--- src/rtl/apb_pkg.sv ---
// Shared APB types and default widths.
// Used by the APB master arbiter and the existing APB FSM.
package apb_pkg;

    typedef enum logic [1:0] {
        IDLE   = 2'b00,
        SETUP  = 2'b01,
        ACCESS = 2'b10
    } apb_state_t;

    localparam int APB_ADDR_W  = 12;
    localparam int APB_DATA_W  = 32;
    localparam int APB_NUM_REQ = 4;
    localparam int APB_TIMEOUT = 16;

endpackage

--- src/rtl/rr_arbiter.sv ---
// Combinational round-robin pick: first request at or after ptr.
// The pointer register lives in the parent.
module rr_arbiter #(
    parameter int N = 4
) (
    input  logic [N-1:0]         req,
    input  logic [$clog2(N)-1:0] ptr,
    input  logic                 en,
    output logic [N-1:0]         gnt,
    output logic [$clog2(N)-1:0] idx
);

    localparam int IW = $clog2(N);

    int            j;
    logic [IW-1:0] jj;

    // Scan offsets high to low so the smallest offset from ptr wins.
    always_comb begin
        gnt = '0;
        idx = '0;
        j   = 0;
        jj  = '0;
        if (en) begin
            for (int k = N - 1; k >= 0; k--) begin
                j  = (int'(ptr) + k) % N;
                jj = IW'(j);
                if (req[jj]) begin
                    gnt = N'(1) << jj;
                    idx = jj;
                end
            end
        end
    end

endmodule

--- src/rtl/apb_master_arbiter.sv ---
// Shares one APB3 master port between NUM_REQ requesters with
// round-robin arbitration and an ACCESS-phase stall timeout.
module apb_master_arbiter
    import apb_pkg::*;
#(
    parameter int NUM_REQ = APB_NUM_REQ,
    parameter int ADDR_W  = APB_ADDR_W,
    parameter int DATA_W  = APB_DATA_W,
    parameter int TIMEOUT = APB_TIMEOUT
) (
    input  logic                      PCLK,
    input  logic                      PRESETn,
    input  logic [NUM_REQ-1:0]        req_i,
    input  logic [NUM_REQ-1:0]        req_wr_i,
    input  logic [NUM_REQ*ADDR_W-1:0] req_addr_i,
    input  logic [NUM_REQ*DATA_W-1:0] req_wdata_i,
    output logic [NUM_REQ-1:0]        done_o,
    output logic [DATA_W-1:0]         rdata_o,
    output logic                      err_o,
    output logic                      PSEL,
    output logic                      PENABLE,
    output logic                      PWRITE,
    output logic [ADDR_W-1:0]         PADDR,
    output logic [DATA_W-1:0]         PWDATA,
    input  logic [DATA_W-1:0]         PRDATA,
    input  logic                      PREADY,
    input  logic                      PSLVERR
);

    localparam int IW = $clog2(NUM_REQ);
    localparam int CW = (TIMEOUT > 0) ? $clog2(TIMEOUT + 1) : 1;
    localparam logic [CW-1:0] CNT_LAST = CW'(TIMEOUT - 1);
    localparam logic [IW-1:0] IDX_MAX  = IW'(NUM_REQ - 1);

    apb_state_t          state_q, state_d;
    logic [IW-1:0]       idx_q, idx_d;
    logic [IW-1:0]       ptr_q, ptr_d;
    logic [CW-1:0]       cnt_q, cnt_d;
    logic                pwrite_q, pwrite_d;
    logic [ADDR_W-1:0]   paddr_q, paddr_d;
    logic [DATA_W-1:0]   pwdata_q, pwdata_d;
    logic [NUM_REQ-1:0]  done_q, done_d;
    logic [DATA_W-1:0]   rdata_q, rdata_d;
    logic                err_q, err_d;

    logic [ADDR_W-1:0]   addr_a  [NUM_REQ];
    logic [DATA_W-1:0]   wdata_a [NUM_REQ];

    logic [NUM_REQ-1:0]  cur_oh, arb_req, arb_gnt;
    logic [IW-1:0]       arb_ptr, arb_idx, ptr_inc;
    logic                arb_en, xfer_ok, timed_out, load;

    for (genvar g = 0; g < NUM_REQ; g++) begin : g_unpack
        assign addr_a[g]  = req_addr_i[g*ADDR_W +: ADDR_W];
        assign wdata_a[g] = req_wdata_i[g*DATA_W +: DATA_W];
    end

    assign cur_oh    = NUM_REQ'(1) << idx_q;
    assign ptr_inc   = (idx_q == IDX_MAX) ? '0 : idx_q + 1'b1;
    assign xfer_ok   = (state_q == ACCESS) && PREADY;
    assign timed_out = (TIMEOUT != 0) && (state_q == ACCESS)
                    && !PREADY && (cnt_q == CNT_LAST);

    // On completion the winner is masked and the search starts after it,
    // so a back-to-back grant always goes to somebody else.
    assign arb_en  = (state_q == IDLE) || xfer_ok;
    assign arb_req = xfer_ok ? (req_i & ~cur_oh) : req_i;
    assign arb_ptr = xfer_ok ? ptr_inc : ptr_q;
    assign load    = |arb_gnt;

    rr_arbiter #(.N(NUM_REQ)) u_arb (
        .req (arb_req),
        .ptr (arb_ptr),
        .en  (arb_en),
        .gnt (arb_gnt),
        .idx (arb_idx)
    );

    always_comb begin
        state_d  = state_q;
        idx_d    = idx_q;
        ptr_d    = ptr_q;
        cnt_d    = cnt_q;
        pwrite_d = pwrite_q;
        paddr_d  = paddr_q;
        pwdata_d = pwdata_q;
        done_d   = '0;
        rdata_d  = rdata_q;
        err_d    = err_q;
        case (state_q)
            IDLE: ;
            SETUP: state_d = ACCESS;
            ACCESS: begin
                if (xfer_ok) begin
                    done_d  = cur_oh;
                    err_d   = PSLVERR;
                    ptr_d   = ptr_inc;
                    state_d = IDLE;
                    if (!pwrite_q) rdata_d = PRDATA;
                end else if (timed_out) begin
                    done_d  = cur_oh;
                    err_d   = 1'b1;
                    ptr_d   = ptr_inc;
                    state_d = IDLE;
                end else begin
                    cnt_d = cnt_q + 1'b1;
                end
            end
            default: state_d = IDLE;
        endcase
        if (load) begin
            state_d  = SETUP;
            idx_d    = arb_idx;
            cnt_d    = '0;
            pwrite_d = req_wr_i[arb_idx];
            paddr_d  = addr_a[arb_idx];
            pwdata_d = wdata_a[arb_idx];
        end
    end

    always_ff @(posedge PCLK or negedge PRESETn) begin
        if (!PRESETn) begin
            state_q  <= IDLE;
            idx_q    <= '0;
            ptr_q    <= '0;
            cnt_q    <= '0;
            pwrite_q <= 1'b0;
            paddr_q  <= '0;
            pwdata_q <= '0;
            done_q   <= '0;
            rdata_q  <= '0;
            err_q    <= 1'b0;
        end else begin
            state_q  <= state_d;
            idx_q    <= idx_d;
            ptr_q    <= ptr_d;
            cnt_q    <= cnt_d;
            pwrite_q <= pwrite_d;
            paddr_q  <= paddr_d;
            pwdata_q <= pwdata_d;
            done_q   <= done_d;
            rdata_q  <= rdata_d;
            err_q    <= err_d;
        end
    end

    assign PSEL    = (state_q == SETUP) || (state_q == ACCESS);
    assign PENABLE = (state_q == ACCESS);
    assign PWRITE  = pwrite_q;
    assign PADDR   = paddr_q;
    assign PWDATA  = pwdata_q;
    assign done_o  = done_q;
    assign rdata_o = rdata_q;
    assign err_o   = err_q;

endmodule

--- config.mk ---
export PLATFORM = sky130hd
export DESIGN_NAME = apb_master_arbiter
export DESIGN_NICKNAME = d
export VERILOG_FILES = /design/src/rtl/apb_pkg.sv /design/src/rtl/rr_arbiter.sv /design/src/rtl/apb_master_arbiter.sv
export SDC_FILE = /design/constraint.sdc
export NUM_CORES = 1
export LEC_CHECK = 0
export CAP_MARGIN = 20
export CORE_MARGIN = 2
export CORE_UTILIZATION = 43
export CTS_BUF_LIST = sky130_fd_sc_hd__clkbuf_2
export DETAILED_ROUTE_END_ITERATION = 16
export PLACE_DENSITY_LB_ADDON = 0.12
export SYNTH_ARGS = -nofsm -noshare
export SYNTH_HDL_FRONTEND = slang
export SYNTH_HIERARCHICAL = 1
export SYNTH_SLANG_ARGS = --single-unit
--- constraint.sdc ---
create_clock -name PCLK -period 6.6 [get_ports PCLK]
set_clock_uncertainty 0.05 [all_clocks]
set_input_delay 0.99 -clock PCLK [delete_from_list [all_inputs] [get_ports PCLK]]
set_output_delay 0.99 -clock PCLK [all_outputs]
set_load 0.005 [all_outputs]
# ---- After elaboration in Yosys (flattened, before gate mapping)
# Cells that the tools add are included.
dict set report totals {
  register_bits 93
  inputBits 220
  out_inout_bits 84
  word_cells 96
}
dict set report classes {
  addsub 5
  order_cmp 6
  n_eq_ne 8
  shifts 5
  mux 44
  bitwise_logic 4
  reduce_logical 14
}
# op count
set op_table {}
lappend op_table {{$bmux 32 s2} 1}
lappend op_table {{$mux 32} 2}
lappend op_table {{$mux 4} 9}
lappend op_table {{$bmux 12 s2} 1}
lappend op_table {{$mux 12} 2}
lappend op_table {{$mux 2} 12}
lappend op_table {{$mux 5} 4}
lappend op_table {{$shl 1x2->4 const A} 5}
lappend op_table {{$lt 2x3->1 const B} 5}
lappend op_table {{$bmux 1 s2} 5}
lappend op_table {{$mux 1} 7}
lappend op_table {{$pmux 2 s3} 1}
lappend op_table {{$reduce_and 3->1} 2}
lappend op_table {{$add 5x1->5 const B} 1}
lappend op_table {{$eq 5x4->1 const B} 1}
lappend op_table {{$add 2x1->2 const B} 2}
lappend op_table {{$add 2x2->2 const B} 2}
lappend op_table {{$and 4x4->4} 1}
lappend op_table {{$eq 2x2->1 const B} 2}
lappend op_table {{$ne 2x1->1 const B} 2}
lappend op_table {{$ne 4x1->1 const B} 1}
lappend op_table {{$not 4->4} 1}
lappend op_table {{$reduce_and 2->1} 2}
lappend op_table {{$reduce_bool 2->1} 2}
lappend op_table {{10 further kinds} 13}

# ---- Longest topological paths before layout
# Gate-level depths: netlist (run 1).
dict set report logic_depth {
  word_depth 15
  depth_mapped 18
  ltp_nobuf 13
}

# ---- By module
# The synthesis (run 1) kept the hierarchy.
# module instances cells_per_inst area_each_um2 seq_area_each_um2
set modules_own_cells {}
lappend modules_own_cells {apb_master_arbiter 1 391 4982.3 2327.2}
lappend modules_own_cells {rr_arbiter 1 55 520.5 0.0}

# ---- Worst setup path before layout (run 1)
# Ideal clock, no wire load.
dict set report synth_timing {
  kind {input -> register}
  startpoint {in PREADY}
  endpoint {reg paddr_q[10] (netlist: PADDR[10])}
  setup_time_ns 0.117
  arrival_time_ns 4.192
  t_required_ns 6.433
  setup_slack_ns 2.241
  path_stages 15
  n_path_buf 5
  cell_sequence {and2_1 -> buf_4 -> mux2_2 -> buf_6 -> inv_1 -> ha_1 -> buf_4 -> mux4_2 -> a221o_1 -> a32o_1 -> or4_1 -> buf_4 -> buf_6 -> nand2_1 -> nand2_1}
}
dict set report synth_via {
  elab_cells_between_ends 34
  cone_classes {add/sub (3); shift (4); mux (23); bitwise (1); reduce/logical (3)}
}
# element line_no
set synth_lines {}
lappend synth_lines {{start: declaration} apb_master_arbiter.sv:26} ;# input logic PREADY,
lappend synth_lines {{$logic_and 1x1->1 (*)} apb_master_arbiter.sv:60} ;# assign xfer_ok = (state_q == ACCESS) && PREADY;
lappend synth_lines {{$mux 2 (*)} apb_master_arbiter.sv:68} ;# assign arb_ptr = xfer_ok ? ptr_inc : ptr_q;
lappend synth_lines {{named net arb_ptr[0]} apb_master_arbiter.sv:50} ;# logic [IW-1:0] arb_ptr, arb_idx, ptr_inc;
lappend synth_lines {{$add 2x2->2} rr_arbiter.sv:26} ;# j = (int'(ptr) + k) % N;
lappend synth_lines {{$bmux 1 s2} rr_arbiter.sv:28} ;# if (req[jj]) begin
lappend synth_lines {{$mux 1 (implied by the code)} rr_arbiter.sv:28}
lappend synth_lines {{$mux 4 (3 in a row)} rr_arbiter.sv:28}
lappend synth_lines {{$mux 4 (*)} rr_arbiter.sv:28}
lappend synth_lines {{$mux 4 (*)} rr_arbiter.sv:24} ;# if (en) begin
lappend synth_lines {{named net arb_gnt[1]} apb_master_arbiter.sv:49} ;# logic [NUM_REQ-1:0] cur_oh, arb_req, arb_gnt;
lappend synth_lines {{$reduce_or 4->1 (*)} apb_master_arbiter.sv:69} ;# assign load = |arb_gnt;
lappend synth_lines {{end signal: assignment} apb_master_arbiter.sv:139} ;# paddr_q <= paddr_d;
lappend synth_lines {{end: declaration} apb_master_arbiter.sv:40} ;# logic [ADDR_W-1:0] paddr_q, paddr_d;
# The timed path passes the listed nets; every way through them passes the cells marked *. The select of a mux whose other input is x is not followed.
# A chain may end at the register's enable or synchronous reset.

# ---- Final worst setup path (run 1)
dict set report layout_timing {
  startpoint {in PREADY}
  endpoint {reg cnt_q[4]}
}
dict set report layout_via {
  elab_chain_cells 13
  elab_cells_between_ends 33
  cone_classes {add/sub (3); eq/ne (2); shift (4); mux (16); reduce/logical (8)}
}
# element line_no
set layout_rtl {}
lappend layout_rtl {{$logic_and 1x1->1 (*)} apb_master_arbiter.sv:60}
lappend layout_rtl {{$mux 2 (*)} apb_master_arbiter.sv:68}
lappend layout_rtl {{named net arb_ptr[0]} apb_master_arbiter.sv:50}
lappend layout_rtl {{$add 2x2->2} rr_arbiter.sv:26}
lappend layout_rtl {{$bmux 1 s2} rr_arbiter.sv:28}
lappend layout_rtl {{$mux 1 (implied by the code)} rr_arbiter.sv:28}
lappend layout_rtl {{$mux 4 (3 in a row)} rr_arbiter.sv:28}
lappend layout_rtl {{$mux 4 (*)} rr_arbiter.sv:28}
lappend layout_rtl {{$mux 4 (*)} rr_arbiter.sv:24}
lappend layout_rtl {{named net arb_gnt[1]} apb_master_arbiter.sv:49}
lappend layout_rtl {{$reduce_or 4->1 (*)} apb_master_arbiter.sv:69}
lappend layout_rtl {{$ne 2x1->1 (no line) or $reduce_bool 2->1 (tied branches)} n/a}
lappend layout_rtl {{$reduce_and 3->1 (no line)} n/a}
lappend layout_rtl {{end signal: assignment} apb_master_arbiter.sv:137} ;# cnt_q <= cnt_d;
lappend layout_rtl {{end: declaration} apb_master_arbiter.sv:38} ;# logic [CW-1:0] cnt_q, cnt_d;
# Marks and branches as above.

==> flow_metrics.env, run 1 <==
export IMPL_p_sw_share_pct=39.4
export IMPL_arrival_ns=5.63
export IMPL_worst_hold_path_type="in2async"
export IMPL_detailroute_via_count=4692
export IMPL_area_growth_pct=59.1
export IMPL_run_status="complete, no violations"
export IMPL_yosysTopAreaCell="dfrtp_1"
export IMPL_cp_slowest_cell="or4_2"
export IMPL_rr_endpoint="cnt_q[4]"
export IMPL_hold_buffers=0
export IMPL_first_pass_iters=4
export IMPL_ctsResizeCount=0
export IMPL_reg2reg_from="state_q[0]"
export IMPL_antenna_found_initial=1
export IMPL_max_freq_mhz=192
export IMPL_dpl_cell_count=897
export IMPL_ff2ff_path_depth=11
export IMPL_power_frac_seq_pct=25.9
export IMPL_synthDistinctLibCells=44
export IMPL_cts_tree="yes"
export IMPL_drv_cap=0
export IMPL_syn_inst=446
export IMPL_fin_cells=915
export IMPL_die_w_um=117
export IMPL_cts_sinks=93
export IMPL_startpoint_type="input pin"
export IMPL_async_flop_share_pct=100
export IMPL_synth_fp_nets=683
export IMPL_dieArea_um2=13700
export IMPL_die_height_um=117
export IMPL_nFillCells=946
export IMPL_place_congestion=0.799
export IMPL_grt_pass1_vias=4898
export IMPL_clock_latency_ns=0.57
export IMPL_layout_nets=974
export IMPL_ff2ff_setup_slack_ns=1.55
export IMPL_period_share_pct=78.8
export IMPL_row_count=41
export IMPL_relSlewSlack_pct=34.2
export IMPL_peakVddDrop_uv=258
export IMPL_synth_edf_count=0
export IMPL_first_iter_violations=178
export IMPL_tightest_slew_ns=0.988
export IMPL_h_tree_depth=3
export IMPL_cts_root_buf="clkbuf_2"
export IMPL_start_util_pct=43.8
export IMPL_io_buffers=303
export IMPL_ios=304
export IMPL_synth_area_leaders="dfrtp_1 42%, mux4_2 20%, nand2_1 9.7%, mux2_4 8.2%, ha_1 3.9%"
export IMPL_switching_power_mw=1.52
export IMPL_path_cells="clkdlybuf4s50_1 -> and2_1 -> mux2_2 -> inv_1 -> ha_1 -> mux4_2 -> a221o_1 -> a32o_1 -> or4_2 -> a211oi_1"
export IMPL_drv_slew=0
export IMPL_path_class="in2reg"
export IMPL_vias_per_cell=5.13
export IMPL_leakagePower_nw=3.79
export IMPL_critPathMaxFanout=55
export IMPL_p_comb_share_pct=65.4
export IMPL_drive_above_1_share_pct=16.4
export IMPL_clock_power_share_pct=8.7
export IMPL_grtUsageTotal_pct=23.5
export IMPL_setup_violations=0
export IMPL_routed_wl_um=16700
export IMPL_path_clk_slew_ns=0.26
export IMPL_ys_seq_area_share_pct=42.3
export IMPL_hold_viol=0
export IMPL_min_period_ns=5.20
export IMPL_grt_pass1_wl_um=24700
export IMPL_cts_made_buffers=9
export IMPL_coreArea_um2=12600
export IMPL_yosysMostFrequentCell="nand2_1"
export IMPL_cpPeakStageDelay_ns=1.17
export IMPL_drc=0
export IMPL_netlist_area_um2=5500
export IMPL_grt_overflow=0
export IMPL_finalSetupTns_ns=0
export IMPL_grt_max_degree=56
export IMPL_avgRoutedWirePerCell_um=18.2
export IMPL_yosys_warnings=6
export IMPL_cp_end_kind="flip-flop"
export IMPL_cts_buffer_depth=2
export IMPL_cts_setup_buffers=0
export IMPL_dp_hpwl_um=13200
export IMPL_rsz0062_at_grt="no"
export IMPL_critical_path_required_ns=7.03
export IMPL_yosys_area_top_type_share_pct=42.3
export IMPL_ys_top_cells_by_count="142 x nand2_1, 93 x dfrtp_1, 48 x mux4_2"
export IMPL_avgSynthCellArea_um2=12.3
export IMPL_ys_seq_elements=93
export IMPL_p_per_area_nw_per_um2=441
export IMPL_synth_top_flop_cell="dfrtp_1"
export IMPL_p_int_mw=2.34
export IMPL_postRouteAntennaNets=0
-- final cells by class --
| cell class | instances | area [um^2] | area share (%) |
|---|---|---|---|
| clock inverters | 7 | 97.6 | 1.11 |
| repair buffers | 309 | 3110 | 35.6 |
| flip-flops and latches | 93 | 2330 | 26.6 |
| diodes | 1 | 2.50 | 0.0286 |
| multi-input cells | 316 | 2920 | 33.4 |
| clock buffers | 9 | 45.0 | 0.515 |
| well taps | 172 | 215 | 2.46 |
| inverters | 8 | 30.0 | 0.343 |
-- critical path, delay by kind of cell --
family	cells	cell delay, ns
and+or+nand+nor	2	1.50
AOI/OAI and AO/OA	3	1.03
muxes	2	0.85
buffers and inverters	2	0.75
adders and majority gates	1	0.50
-- cells in the final DEF (no fill, tap or decap), types with 6 or more instances in the layout --
| cell type | instances |
|---|---|
| inv_1 | 8 |
| mux2_4 | 30 |
| ha_1 | 17 |
| mux2_2 | 6 |
| mux4_2 | 48 |
| dfrtp_1 | 93 |
| clkdlybuf4s50_1 | 302 |
| nand2_1 | 142 |
| o21ai_0 | 6 |
| clkbuf_2 | 9 |
| nor2_1 | 6 |
-- worst max-delay path by stage --
stage               startpoint        end  slack [ns]  depth (start not counted)
floorplan               PREADY  PADDR[10]        2.24                         15
detailed placement      PREADY   cnt_q[4]        0.77                         10
global placement        PREADY   idx_q[1]        1.02                         11
finish                  PREADY   cnt_q[4]        1.40                         10
CTS                     PREADY   cnt_q[4]        1.45                         10
global route            PREADY   cnt_q[4]        1.20                         10
-- power groups by stage --
stage          clock, mW  combinational (mW)  sequential [mW]
5_1_grt            0.364                2.77             1.03
3_3_place_gp           0                2.48            0.999
6_report           0.334                2.52             1.00
2_1_floorplan          0                1.63             1.02
3_5_place_dp           0                2.56             1.01
4_1_cts            0.343                2.56             1.00
-- kinds of logic after synthesis --
family                   count (synthesis)  share of synthesized area, %
AO/OA/AOI/OAI                           36                          5.03
buffers and inverters                   37                          4.82
AND/OR/NAND/NOR                        174                          14.1
multiplexers                            87                          29.6
XOR/XNOR                                 2                         0.318
adder cells (fa/ha/maj)                 17                          3.87
flip-flops                              93                          42.3
-- stage by stage --
stage	power [mW]	hold WS [ns]	instance area [um^2]	util [%]	setup WS (ns)
2_1_floorplan	2.65	0.413	5500	-	2.24
3_3_place_gp	3.48	0.401	8570	68.2	1.02
3_5_place_dp	3.57	0.405	8590	68.3	0.773
4_1_cts	3.91	0.306	8730	69.5	1.45
5_1_grt	4.17	0.319	8750	69.6	1.20
6_report	3.86	0.314	8750	69.6	1.40
-- registers in the layout (all words and copies together) (netlist names), 2 cells and up --
signal / count
idx_q: 2
done_o: 4
rdata_o: 32
state_q: 2
ptr_q: 2
PADDR: 12
cnt_q: 5
PWDATA: 32
-- routing by layer --
| layer | vias up | global-route usage, % | wire length, um |
|---|---|---|---|
| li1 | 2168 | - | - |
| met3 | 24 | 4.43 | 1270 |
| met4 | 0 | 8.00 | 306 |
| met1 | 2285 | 27.1 | 6250 |
| met5 | - | 0 | 0 |
| met2 | 215 | 43.9 | 8840 |
Note: power is estimated with default switching activity, not from simulation.
==> inputs of run 2 (changes only) <==
Settings changed: CORE_ASPECT_RATIO set to 1.75, CORE_UTILIZATION 43 to 36.
Clock period 6.6 ns to 4.52 ns, I/O delays scaled along.
==> flow_metrics.env, run 2 (synthesis gave the netlist of run 1 again) <==
export IMPL_leakagePower_nw=3.87
export IMPL_max_freq_mhz=236
export IMPL_globalRouteMet1Util_pct=23.2
export IMPL_cp_end_kind="flip-flop"
export IMPL_critPathMaxFanout=28
export IMPL_peakVddDrop_uv=474
export IMPL_switching_power_mw=2.30
export IMPL_total_power_mw=5.88
export IMPL_row_count=59
export IMPL_io_buffers=303
export IMPL_drive_above_1_share_pct=18.0
export IMPL_setup_violations=0
export IMPL_die_w_um=97.5
export IMPL_die_height_um=168
export IMPL_place_congestion=0.875
export IMPL_dp_slack_ns=-0.0454
export IMPL_h_tree_depth=3
export IMPL_hold_worst_slack_ns=0.0747
export IMPL_ios=304
export IMPL_path_cells="inv_1 -> ha_1 -> and2_1 -> buf_4 -> a21boi_0 -> mux4_2 -> nor2b_4 -> a221o_1 -> a32o_1 -> or4_2 -> buf_4 -> nand2_1 -> o21ai_0"
export IMPL_layout_common_cells="302 x clkdlybuf4s50_1, 142 x nand2_1, 93 x dfrtp_1"
export IMPL_min_period_ns=4.23
export IMPL_clock_latency_ns=0.55
export IMPL_layout_nets=988
export IMPL_area_growth_pct=61.9
export IMPL_busiest_layer="met2"
export IMPL_vias_per_cell=5.03
export IMPL_grt_overflow=0
export IMPL_cts_setup_buffers=0
export IMPL_startpoint_type="flip-flop"
export IMPL_drc=0
export IMPL_final_common_cell="clkdlybuf4s50_1"
export IMPL_clock_power_share_pct=9.2
export IMPL_p_comb_share_pct=66.0
export IMPL_avgRoutedWirePerCell_um=19.5
export IMPL_cts_root_buf="clkbuf_2"
export IMPL_use_met3_pct=5.51
export IMPL_period_share_pct=93.6
export IMPL_rsz0062_at_grt="no"
export IMPL_grt_pass1_wl_um=28000
export IMPL_grtUsageMet2_pct=42.0
export IMPL_drv_slew=0
export IMPL_p_per_area_nw_per_um2=660
export IMPL_tightest_slew_ns=0.836
export IMPL_critical_path_required_ns=4.92
export IMPL_antenna_found_initial=2
export IMPL_cpMostUsedCell="buf_4"
export IMPL_path_class="reg2reg"
export IMPL_p_sw_share_pct=39.1
export IMPL_dp_hpwl_um=14900
export IMPL_p_int_mw=3.58
export IMPL_cts_made_buffers=9
export IMPL_drv_cap=0
export IMPL_worst_hold_path_type="in2async"
export IMPL_relSlewSlack_pct=44.2
export IMPL_cts_sinks=93
export IMPL_dieArea_um2=16300
export IMPL_routed_wl_um=18300
export IMPL_grt_pass1_vias=5098
export IMPL_cts_buffer_depth=2
export IMPL_first_pass_iters=4
export IMPL_cp_slowest_cell="or4_2"
export IMPL_hold_viol=0
export IMPL_start_util_pct=36.9
export IMPL_hold_buffers=0
export IMPL_run_status="complete, no violations"
export IMPL_setup_ws_ns=0.288
export IMPL_grtUsageTotal_pct=22.2
export IMPL_grt_max_degree=66
export IMPL_power_frac_seq_pct=24.8
export IMPL_path_clk_slew_ns=0.29
export IMPL_finalSetupTns_ns=0
export IMPL_first_iter_violations=99
export IMPL_postRouteAntennaNets=0
export IMPL_arrival_ns=4.63
export IMPL_cts_tree="yes"
export IMPL_coreArea_um2=14900
export IMPL_cpPeakStageDelay_ns=0.69
export IMPL_detailroute_via_count=4729
export IMPL_nFillCells=1264
## run 2: cell count changes in the layout (fill, tap and decap cells not counted)
cell        change
buf_4          +13
buf_12          +1
clkinvlp_4      -1
clkinv_4        +1
bufinv_16       +1
inv_8           -1
a21boi_1        +1
inv_6           +1
clkinv_2        -2
clkbuf_2        +1
a21boi_0        -1
## run 2: worst max-delay path: cells and delay by family (launching register included)
| kind | cells | cell delay [ns] |
|---|---|---|
| buffers and inverters | 3 | 0.50 |
| adders and majority gates | 1 | 0.27 |
| AOI/OAI and AO/OA | 4 | 1.26 |
| DFF | 1 | 0.44 |
| muxes | 1 | 0.48 |
| and+or+nand+nor | 4 | 1.11 |
## run 2: cell type report
cell class | count | area, um^2 | share of cell area [%]
well taps | 183 | 229 | 2.57
flip-flops and latches | 93 | 2330 | 26.1
repair buffers | 323 | 3230 | 36.3
inverters | 8 | 30.0 | 0.337
clock buffers | 10 | 50.0 | 0.562
clock inverters | 6 | 116 | 1.31
diodes | 1 | 2.50 | 0.0281
multi-input cells | 316 | 2920 | 32.8
## run 2: worst paths after layout
path / from / endpoint / slack [ns] / cells after the start
worst max-delay path: state_q[0] / idx_q[0] / 0.29 / 13
worst min-delay path: PRESETn / rdata_o[21] / 0.07 / 1
worst max register to register: state_q[0] / idx_q[0] / 0.29 / 13
worst min register to register: PWDATA[8] / PWDATA[8] / 0.44 / 2
max in group asynchronous: PRESETn / PWDATA[8] / 3.38 / 2
min in group PCLK: PWDATA[8] / PWDATA[8] / 0.44 / 2
## run 2: power groups by stage
stage / Clock, mW / Combinational (mW) / Sequential [mW]
finish: 0.540 / 3.88 / 1.46
global placement: 0 / 3.85 / 1.47
floorplan: 0 / 2.38 / 1.49
CTS: 0.562 / 3.95 / 1.46
global route: 0.587 / 4.23 / 1.51
detailed placement: 0 / 3.94 / 1.49
## run 2: what timing repair did
item,4_1_cts,5_1_grt
gates resized for setup,0,1
setup endpoints to repair,0,3
hold endpoints to repair,0,0
## run 2: routing by layer
layer,vias up,wire length [um]
met3,39,1120
met2,187,10200
met5,-,13
li1,2192,-
met1,2309,6410
met4,2,575
## run 2: metrics by stage
stage / instances / utilization (%) / area [um^2]
3_5_place_dp: 922 / 58.5 / 8720
6_report: 940 / 59.7 / 8910
5_1_grt: 940 / 59.7 / 8910
4_1_cts: 938 / 59.6 / 8890
2_1_floorplan: 446 / - / 5500
3_3_place_gp: 922 / 58.5 / 8720
==> inputs of run 3 (changes only) <==
Settings changed: ABC_AREA set to 1, ABC_CLOCK_PERIOD_IN_PS set to 4520, CORE_UTILIZATION 36 to 38, CTS_CLUSTER_SIZE set to 10.
==> flow_metrics.env, run 3 <==
export IMPL_critPathMaxFanout=27
export IMPL_layout_common_cells="416 x nand2_1, 302 x clkdlybuf4s50_1, 165 x inv_1"
export IMPL_holdPathStages=2
export IMPL_critical_path_required_ns=4.99
export IMPL_yosys_area_top_type_share_pct=37.1
export IMPL_leakagePower_nw=5.03
export IMPL_synth_top_flop_cell="dfrtp_1"
export IMPL_avgSynthCellArea_um2=6.46
export IMPL_holdPathEnd="rdata_o[30]"
export IMPL_nFillCells=1561
export IMPL_cp_end_kind="flip-flop"
export IMPL_ff2ff_path_depth=21
export IMPL_clock_power_share_pct=5.5
export IMPL_yosys_warnings=6
export IMPL_setup_violations=0
export IMPL_reg2reg_from="state_q[0]"
export IMPL_drive_above_1_share_pct=6.46
export IMPL_antenna_found_initial=1
export IMPL_first_iter_violations=188
export IMPL_period_share_pct=88.2
export IMPL_power_frac_seq_pct=22.3
export IMPL_die_height_um=174
export IMPL_place_congestion=0.876
export IMPL_arrival_ns=4.45
export IMPL_cts_root_buf="clkbuf_2"
export IMPL_drc=0
export IMPL_min_period_ns=3.99
export IMPL_routed_wl_um=20000
export IMPL_postRouteAntennaNets=0
export IMPL_synth_fp_nets=1208
export IMPL_place_area_um2=9420
export IMPL_coreArea_um2=16300
export IMPL_yosysMostFrequentCell="nand2_1"
export IMPL_ys_seq_area_share_pct=37.1
export IMPL_final_cell_area_um2=9530
export IMPL_row_count=62
export IMPL_drv_cap=0
export IMPL_dp_hpwl_um=15100
export IMPL_async_flop_share_pct=100
export IMPL_grtUsageTotal_pct=22.6
export IMPL_finalSetupTns_ns=0
export IMPL_peakVddDrop_uv=812
export IMPL_total_power_mw=6.65
export IMPL_die_w_um=101
export IMPL_final_common_cell="nand2_1"
export IMPL_worst_path_buf_inv=8
export IMPL_cts_tree="yes"
export IMPL_grt_pass1_vias=6510
export IMPL_first_pass_iters=4
export IMPL_relSlewSlack_pct=40.5
export IMPL_hp_start="rdata_o[30]"
export IMPL_synth_area_leaders="dfrtp_1 37%, nand2_1 25%, nand3_1 10%, inv_1 9.9%, o21ai_2 4.5%"
export IMPL_p_per_area_nw_per_um2=698
export IMPL_clock_latency_ns=0.57
export IMPL_max_freq_mhz=251
export IMPL_synth_compound_area_share_pct=6.12
export IMPL_grt_pass1_wl_um=31500
export IMPL_switching_power_mw=3.36
export IMPL_cts_setup_buffers=0
export IMPL_cp_slowest_cell="o21ai_1"
export IMPL_path_cells="inv_1 -> ha_1 -> nand2_2 -> inv_1 -> o21ai_1 -> inv_1 -> ha_1 -> inv_1 -> nand3_2 -> nand2_4 -> inv_2 -> nand3_1 -> nand3_1 -> nand2_1 -> inv_1 -> nor2_1 -> nand2_2 -> inv_2 -> buf_12 -> nand2_1 -> nand3_1"
export IMPL_layout_nets=1485
export IMPL_synth_edf_count=0
export IMPL_run_status="complete, no violations"
export IMPL_ys_top_cells_by_count="417 x nand2_1, 165 x inv_1, 128 x nand3_1"
export IMPL_detailroute_via_count=6647
export IMPL_startpoint_type="flip-flop"
export IMPL_start_util_pct=38.5
export IMPL_synth_mux_area_share_pct=0
export IMPL_area_growth_pct=51.9
export IMPL_rsz0062_at_grt="no"
export IMPL_p_sw_share_pct=50.5
export IMPL_grt_max_degree=91
export IMPL_vias_per_cell=4.60
export IMPL_synth_adder_area_share_pct=3.39
export IMPL_dieArea_um2=17600
export IMPL_synth_top_family_by_area="simple AND/OR/NAND/NOR gates"
export IMPL_ios=304
export IMPL_cts_buffer_depth=2
export IMPL_cpMostUsedCell="inv_1"
export IMPL_avgRoutedWirePerCell_um=13.8
export IMPL_worst_hold_path_type="reg2reg"
export IMPL_h_tree_depth=3
export IMPL_tightest_slew_ns=0.891
export IMPL_path_class="reg2reg"
export IMPL_synthSimpleGateAreaFrac_pct=38.7
export IMPL_fin_util_pct=58.5
export IMPL_yosysTopAreaCell="dfrtp_1"
export IMPL_cts_made_buffers=9
export IMPL_rr_endpoint="PWDATA[31]"
export IMPL_netlist_area_um2=6270
export IMPL_path_clk_slew_ns=0.27
export IMPL_ys_seq_elements=93
export IMPL_syn_inst=971
export IMPL_cpPeakStageDelay_ns=0.53
export IMPL_synthDistinctLibCells=21
export IMPL_drv_slew=0
export IMPL_synth_xor_area_share_pct=0.279
export IMPL_p_int_mw=3.29
export IMPL_p_comb_share_pct=72.2
export IMPL_ff2ff_setup_slack_ns=0.53
export IMPL_io_buffers=303
export IMPL_cts_sinks=93
export IMPL_grt_overflow=0
export IMPL_path_delay_family="buffers and inverters"
export IMPL_hold_viol=0
[run 3: cell count changes after synthesis, sizes merged, moves of 6 or more]
cell | before | now
clkbuf | 6 | 18
nand2 | 142 | 425
nor2 | 6 | 29
mux4 | 48 | 0
inv | 8 | 172
mux2 | 36 | 0
o21ai | 6 | 43
a21boi | 6 | 0
nand3 | 1 | 132
buf | 23 | 30
[run 3: routing by layer]
metal  global-route usage, %  vias up  wire length (um)
met5                       0        -                 0
met4                    9.07        0               647
met3                    5.83       33              1440
met2                    40.9      238             10300
met1                    24.4     2924              7620
li1                        -     3452                 -
[run 3: cell type report]
class / count / area, um^2 / area share (%)
timing repair buffer: 314 / 3150 / 33.1
multi-input combinational: 658 / 3070 / 32.2
sequential: 93 / 2330 / 24.4
inverter: 172 / 646 / 6.78
tap: 192 / 240 / 2.52
clock buffer: 10 / 50.0 / 0.525
clock inverter: 6 / 40.0 / 0.420
antenna: 1 / 2.50 / 0.0263
[run 3: tightest hold or removal path, stage by stage (launching register included)]
cell     delay [ns]
dfrtp_1        0.39
nand2_1        0.06
o21ai_2        0.05
[run 3: repair_timing]
item	4_1_cts	5_1_grt
hold endpoints to repair	20	0
hold buffers	1	0
gates resized for setup	0	1
endpoints found under the setup margin	0	46
[run 3: stage by stage]
| stage | instances | hold WS [ns] | setup WS [ns] |
|---|---|---|---|
| CTS | 1445 | 0.463 | 0.210 |
| floorplan | 971 | 0.332 | 1.01 |
| global placement | 1428 | 0.411 | 0.125 |
| finish | 1446 | 0.455 | 0.532 |
| detailed placement | 1428 | 0.415 | -0.116 |
| global route | 1446 | 0.481 | 0.185 |
[run 3: worst max-delay path by stage]
| stage | start | to | slack, ns | cells after the start |
|---|---|---|---|---|
| floorplan | state_q[0] | PADDR[0] | 1.01 | 21 |
| global placement | PREADY | PWDATA[18] | 0.12 | 20 |
| detailed placement | PREADY | PWDATA[31] | -0.12 | 20 |
| CTS | state_q[0] | PWDATA[31] | 0.21 | 21 |
| global route | state_q[0] | PWDATA[25] | 0.19 | 21 |
| finish | state_q[0] | PWDATA[31] | 0.53 | 21 |
[run 3: power groups by stage]
| stage | combinational (mW) | sequential (mW) | clock (mW) |
|---|---|---|---|
| 2_1_floorplan | 3.01 | 1.50 | 0 |
| 3_3_place_gp | 4.79 | 1.50 | 0 |
| 3_5_place_dp | 4.88 | 1.49 | 0 |
| 4_1_cts | 4.87 | 1.48 | 0.377 |
| 5_1_grt | 5.43 | 1.53 | 0.406 |
| 6_report | 4.80 | 1.48 | 0.365 |
[run 3: cells by family (layout without fill, tap and decap cells)]
logic type	after synthesis	count (layout)
compound gates	52	52
xor+xnor	2	2
simple gates	587	587
fa+ha+maj	17	17
buf+inv	220	502
flops	93	93
other cells	0	1
